### config.mk
export PLATFORM = sky130hd
export DESIGN_NAME = display_scheduler
export DESIGN_NICKNAME = d
export VERILOG_FILES = /design/src/rtl/disp_pkg.sv /design/src/rtl/scan_slot_counter.sv /design/src/rtl/display_scheduler.sv
export SDC_FILE = /design/constraint.sdc
export NUM_CORES = 1
export LEC_CHECK = 0
export CAP_MARGIN = 40
export CORE_MARGIN = 8
export CORE_UTILIZATION = 51
export CTS_BUF_LIST = sky130_fd_sc_hd__clkbuf_4
export DETAILED_ROUTE_END_ITERATION = 12
export PLACE_DENSITY = 0.88
export REMOVE_ABC_BUFFERS = 1
export SKIP_LAST_GASP = 1
export SYNTH_ARGS = -nofsm -noshare
export SYNTH_HDL_FRONTEND = slang
export SYNTH_SLANG_ARGS = --single-unit
### constraint.sdc
create_clock -name CP -period 9.6 [get_ports CP]
set_input_delay 0.96 -clock CP [delete_from_list [all_inputs] [get_ports CP]]
set_output_delay 0.96 -clock CP [all_outputs]
set_load 0.02 [all_outputs]
### src/rtl/disp_pkg.sv
// Shared types and constants for the display scheduler: source select, idle select pattern, frame size.
// Pure declarations; no latency or backpressure of its own.
package disp_pkg;

  typedef enum logic [1:0] {
    SRC_TIME  = 2'd0,
    SRC_ALARM = 2'd1,
    SRC_MSG   = 2'd2
  } src_e;

  localparam logic [7:0] SEL_NONE    = 8'hFF;
  localparam int         FRAME_SLOTS = 8;

  // Number of lit slots per frame; TIME accepts only 6, anything else means a full frame.
  function automatic logic [3:0] frame_len(src_e s, logic [3:0] time_n);
    case (s)
      SRC_ALARM: return 4'd6;
      SRC_MSG:   return 4'd8;
      default:   return (time_n == 4'd6) ? 4'd6 : 4'd8;
    endcase
  endfunction

endpackage

### src/rtl/scan_slot_counter.sv
// Slot index for the 8-slot scan frame; slot is the slot shown by the next scan_tick, wrap flags the tick showing slot 0.
// Advances in the cycle scan_tick is sampled; no backpressure, every scan_tick is consumed.
module scan_slot_counter
  import disp_pkg::*;
(
  input  logic       CP,
  input  logic       CR,
  input  logic       scan_tick,
  output logic [2:0] slot,
  output logic       wrap
);

  localparam logic [2:0] LAST_SLOT = 3'(FRAME_SLOTS - 1);

  logic [2:0] slot_q, slot_d;

  always_comb begin
    slot_d = slot_q;
    if (scan_tick) begin
      slot_d = (slot_q == LAST_SLOT) ? 3'd0 : slot_q + 3'd1;
    end
  end

  always_ff @(posedge CP) begin
    if (CR) begin
      slot_q <= 3'd0;
    end else begin
      slot_q <= slot_d;
    end
  end

  assign slot = slot_q;
  assign wrap = scan_tick && (slot_q == 3'd0);

endmodule

### src/rtl/display_scheduler.sv
// Multiplexed 8-digit display scheduler choosing TIME/ALARM/MSG per frame; select/digit update one CP after scan_tick.
// No backpressure: strobes are consumed as they come. DISP_LZ_BLANK_EN blanks a leading zero in TIME/ALARM frames.
module display_scheduler
  import disp_pkg::*;
#(
  parameter int MSG_HOLD = 3
) (
  input  logic        CP,
  input  logic        CR,
  input  logic        scan_tick,
  input  logic        sec_tick,
  input  logic [31:0] time_bcd,
  input  logic [3:0]  time_n,
  input  logic        alarm_req,
  input  logic [23:0] alarm_bcd,
  input  logic        msg_req,
  input  logic [31:0] msg_bcd,
  output logic [3:0]  digit,
  output logic [7:0]  select,
  output logic [1:0]  src,
  output logic        msg_grant
);

  localparam logic [3:0] HOLD_INIT = 4'(MSG_HOLD);

  logic [2:0] slot;
  logic       wrap;

  src_e        src_q, src_d, next_src;
  logic        grant_q, grant_d;
  logic [3:0]  hold_q, hold_d;
  logic        pending_q, pending_d;
  logic [31:0] frame_q, frame_d;
  logic [3:0]  len_q, len_d;
  logic [7:0]  select_q, select_d;
  logic [3:0]  digit_q, digit_d;
  logic        in_msg, stay_msg, active;
  logic [31:0] shifted;
  logic [3:0]  nib;

  scan_slot_counter u_slot (
    .CP        (CP),
    .CR        (CR),
    .scan_tick (scan_tick),
    .slot      (slot),
    .wrap      (wrap)
  );

  always_comb begin
    src_d     = src_q;
    grant_d   = grant_q;
    hold_d    = hold_q;
    pending_d = pending_q;
    frame_d   = frame_q;
    len_d     = len_q;
    select_d  = select_q;
    digit_d   = digit_q;
    next_src  = src_q;
    in_msg    = (src_q == SRC_MSG);
    stay_msg  = in_msg ? (hold_q != 4'd0 || msg_req) : (pending_q || msg_req);
    shifted   = '0;
    nib       = '0;
    active    = 1'b0;

    // While showing a message a new request extends it instead of queueing behind it.
    if (in_msg) begin
      pending_d = 1'b0;
      if (msg_req) begin
        hold_d = HOLD_INIT;
      end else if (sec_tick && hold_q != 4'd0) begin
        hold_d = hold_q - 4'd1;
      end
    end else if (msg_req) begin
      pending_d = 1'b1;
    end

    if (wrap) begin
      if (stay_msg) begin
        next_src = SRC_MSG;
      end else if (alarm_req) begin
        next_src = SRC_ALARM;
      end else begin
        next_src = SRC_TIME;
      end
      if (next_src == SRC_MSG && !in_msg) begin
        hold_d    = HOLD_INIT;
        pending_d = 1'b0;
      end
      src_d   = next_src;
      grant_d = (next_src == SRC_MSG);
      case (next_src)
        SRC_ALARM: frame_d = {alarm_bcd, 8'h00};
        SRC_MSG:   frame_d = msg_bcd;
        default:   frame_d = time_bcd;
      endcase
      len_d = frame_len(next_src, time_n);
    end

    if (scan_tick) begin
      shifted = frame_d << {slot, 2'b00};
      nib     = shifted[31:28];
      active  = ({1'b0, slot} < len_d);
`ifdef DISP_LZ_BLANK_EN
      if (slot == 3'd0 && src_d != SRC_MSG && nib == 4'd0) begin
        active = 1'b0;
      end
`endif
      if (active) begin
        select_d = ~(8'h80 >> slot);
        digit_d  = nib;
      end else begin
        select_d = SEL_NONE;
      end
    end
  end

  always_ff @(posedge CP) begin
    if (CR) begin
      src_q     <= SRC_TIME;
      grant_q   <= 1'b0;
      hold_q    <= 4'd0;
      pending_q <= 1'b0;
      frame_q   <= '0;
      len_q     <= 4'd8;
      select_q  <= SEL_NONE;
      digit_q   <= 4'd0;
    end else begin
      src_q     <= src_d;
      grant_q   <= grant_d;
      hold_q    <= hold_d;
      pending_q <= pending_d;
      frame_q   <= frame_d;
      len_q     <= len_d;
      select_q  <= select_d;
      digit_q   <= digit_d;
    end
  end

  assign src       = src_q;
  assign msg_grant = grant_q;
  assign select    = select_q;
  assign digit     = digit_q;

endmodule
==> metrics.md <==
| Metric | Value |
|---|---|
| Status | completed |
| CP Class | input pin to flop |
| Post-cts sizing count | 0 |
| Initial DRC count | 164 |
| Post-Synth Adder-Cell Area | 0.0368 |
| Asr flop ratio synth | 0 |
| Max incr delay on CP | 0.90 ns |
| RSZ-0062 raised after global routing | false |
| Post-synth EDFFs | 0 |
| Synth area leader | dfxtp_1 |
| Simple-gate share of the synthesized area | 0.215 |
| Setup repair bufs after CTS | 0 |
| Max_slew headroom | 0.388 |
| Largest family of logic cells by synthesized area | compound AO/OA/AOI/OAI gates |
| Pleak | 0.00181 µW |
| Synthesized area per cell | 8.05 µm² |
| Max Slew Vio Count | 0 |
| Vias in the first global route | 3520 |
| Sw frac | 0.290 |
| Syn Inst Count | 423 |
| Ant diodes | 0 |
| Global placer's final weighted congestion | 0.850 |
| Die Height | 97.7 µm |
| First-pass GRT wire length | 16500 µm |
| Clock share of power | 0.324 |
| CP max stage cell | clkdlybuf4s50_1 |
| Area Overhead vs Synth | 39.7% |
| Post-synth top cells | dfxtp_1 (59), a21oi_1 (45), nor2_1 (45) |
| Power Density | 148 mW/mm² |
| Cell Area, Synth | 0.00340 mm² |
| DRC errors left | 0 |
| Synth Area in Compound Gates | 0.241 |
| Htree depth | 3 |
| Achievable Freq | 224 MHz |
| Clock Pin Slew Worst Setup and Hold Paths | 0.10 ns |
| Reg2Reg Setup Slack | 5.47 ns |
| Crit path DAT | 4.76 ns |
| Seq pwr share | 0.397 |
| CP Capture Type | flop |
| Comb power frac | 0.279 |
| Netlist cell types | 56 |
| Net Switching | 204 µW |
| Antenna-violating nets left | 0 |
| Placed Instances | 584 |
| Part of the cycle the worst path needs | 0.465 |
| Worst EP required | 9.89 ns |
| Gr ovfl total | 0 |
| Core box area | 0.00642 mm² |
| Int Power | 498 µW |
| CP Launch Type | input pin |
| Vias per cell | 5.78 |
| CP dominant cell by count | a21oi_1 |
| IO Pins | 113 |
| Pin count of the biggest net entering global routing | 44 |
| Fin Setup TNS | 0 ns |
| WL final | 10100 µm |
| DIE WIDTH | 97.7 µm |
| Nets | 626 |
| Layout cells sized above 1 | 0.0784 |
| Post-synthesis sequential area ratio | 0.347 |
| Clk root buf | clkbuf_4 |
| Initial antenna violation count | 0 |
| YS warnings | 0 |
| Pre-Repair DR Iteration Count | 4 |
| Dominant synthesized flop cell | dfxtp_1 |
| Initial Util | 0.530 |
| Hpwl dp | 7500 µm |
| CP max FO | 43 |
| Count of final setup violators | 0 |
| Synth Area in XOR/XNOR | 0.00772 |
| Num CTS Buffers | 9 |
| Total of flip-flops plus latches after synthesis | 59 |
| Hold Buf Count CTS | 0 |
| Post-DR wirelength/cell | 16.8 µm |
| Slew at the pin with the worst max-slew slack | 0.917 ns |
| Max cap viols | 0 |
| Top cell type's share of synthesized area | 0.347 |
| Multiplexer share of the synthesized area | 0.101 |
| Total die area | 0.00955 mm² |
| Clk_lat worst skew | 0.41 ns |
| DR vias | 3470 |
| Crit-path cells | clkdlybuf4s50_1 -> and3b_1 -> buf_4 -> o21ai_0 -> nor2_1 -> a21oi_1 -> ha_1 -> nor4b_1 -> o311ai_0 -> a21oi_1 -> o211ai_1 -> nor4_1 -> a211oi_2 |
| Post-route minimum period | 4.47 ns |
| Placement Rows | 29 |
| Bufs on Longest Clock Path | 2 |
| Final std cells w/o fill | 600 |
| Layout Skew | 0.0143 ns |
| Clock Sinks | 59 |
| PortBufs | 112 |
| Buf/Inv on CP | 2 |
| Tot GR Track Use | 0.208 |
| Final hold violation count | 0 |
| Synth top area cells | dfxtp_1 (35%), a21oi_1 (6.6%), mux2i_1 (6.5%) |
| Worst vdd ir | 0.108 mV |
| CTS tree | built |
| Most numerous cell in the Yosys netlist | dfxtp_1 |
| Hold Crit Class | flop to flop |
| Crit path max-delay family | buffers and inverters |
## path summary, 6_finish.rpt
| kind | start | to | depth (start not counted) |
|---|---|---|---|
| setup reg to reg | u_slot.slot[0] | digit[3] | 14 |
| hold reg to reg | frame_q[29] | frame_q[29] | 2 |
| setup / recovery | scan_tick | digit[3] | 13 |
| hold / removal | frame_q[29] | frame_q[29] | 2 |
## per-stage QoR
stage,hold slack (ns),util,power (µW),instance area (µm²),setup slack (ns)
after floorplan,0.431,-,383,3260,5.50
after global placement,0.442,0.700,464,4500,4.97
after detailed placement,0.451,0.712,478,4580,4.76
after CTS,0.465,0.740,703,4750,5.14
after global routing,0.490,0.740,731,4750,4.71
final,0.463,0.740,701,4750,5.13
## worst reg2reg max path, cell delays in order (launching register included)
cell	delay [ns]
dfxtp_1	0.55
inv_1	0.34
ha_1	0.29
and3b_1	0.17
buf_4	0.36
o21ai_0	0.22
nor2_1	0.23
a21oi_1	0.09
ha_1	0.24
nor4b_1	0.48
o311ai_0	0.19
a21oi_1	0.33
o211ai_1	0.15
nor4_1	0.29
a211oi_2	0.08
## metal layers
| metal | GRT usage | wire (µm) |
|---|---|---|
| met5 | 0 | 0 |
| met4 | 0.0947 | 187 |
| met3 | 0.0466 | 587 |
| met2 | 0.370 | 5090 |
| met1 | 0.229 | 4220 |
## power by group through the flow
stage / logic [µW] / registers (µW) / clock network, µW
after floorplan: 97.9 / 285 / 0
after global placement: 182 / 282 / 0
after detailed placement: 195 / 283 / 0
after CTS: 196 / 278 / 229
after global routing: 214 / 280 / 237
final: 196 / 278 / 227
## state kept, by name (all words and copies together), names as in the netlist
| signal | cells |
|---|---|
| frame_q | 32 |
| select | 8 |
| digit | 4 |
| hold_q | 4 |
| len_q | 4 |
| u_slot.slot | 3 |
| src | 2 |
| msg_grant | 1 |
| pending_q | 1 |
## cell families (layout without fill, tap and decap cells)
| kind of cell | Yosys count | after routing |
|---|---|---|
| flip-flops | 59 | 59 |
| XOR/XNOR | 3 | 3 |
| adder cells (fa/ha/maj) | 10 | 10 |
| AO/OA/AOI/OAI | 124 | 124 |
| buffers and inverters | 42 | 142 |
| multiplexers | 33 | 33 |
| AND/OR/NAND/NOR | 152 | 152 |
## placed cells by master, fill, tap and decap left out, drive strengths merged, types with 8 or more instances in the layout
| master | instances |
|---|---|
| nand2b | 9 |
| clkdlybuf4s50 | 110 |
| nor2 | 45 |
| and2 | 8 |
| o21ai | 16 |
| clkbuf | 10 |
| mux2 | 11 |
| nor3 | 9 |
| mux2i | 22 |
| nand2 | 44 |
| dfxtp | 59 |
| a211oi | 10 |
| nand3 | 11 |
| ha | 10 |
| buf | 8 |
| a31oi | 10 |
| a21oi | 45 |
| inv | 8 |
## final cells by class
class / count / area (µm²)
clock buffers: 10 / 75.1
clock inverters: 6 / 104
fillers: 497 / 1670
inverters: 8 / 30.0
multi-input cells: 322 / 2060
flip-flops and latches: 59 / 1180
well taps: 77 / 96.3
repair buffers: 118 / 1200
No activity file was read; power rests on OpenSTA's default activity.
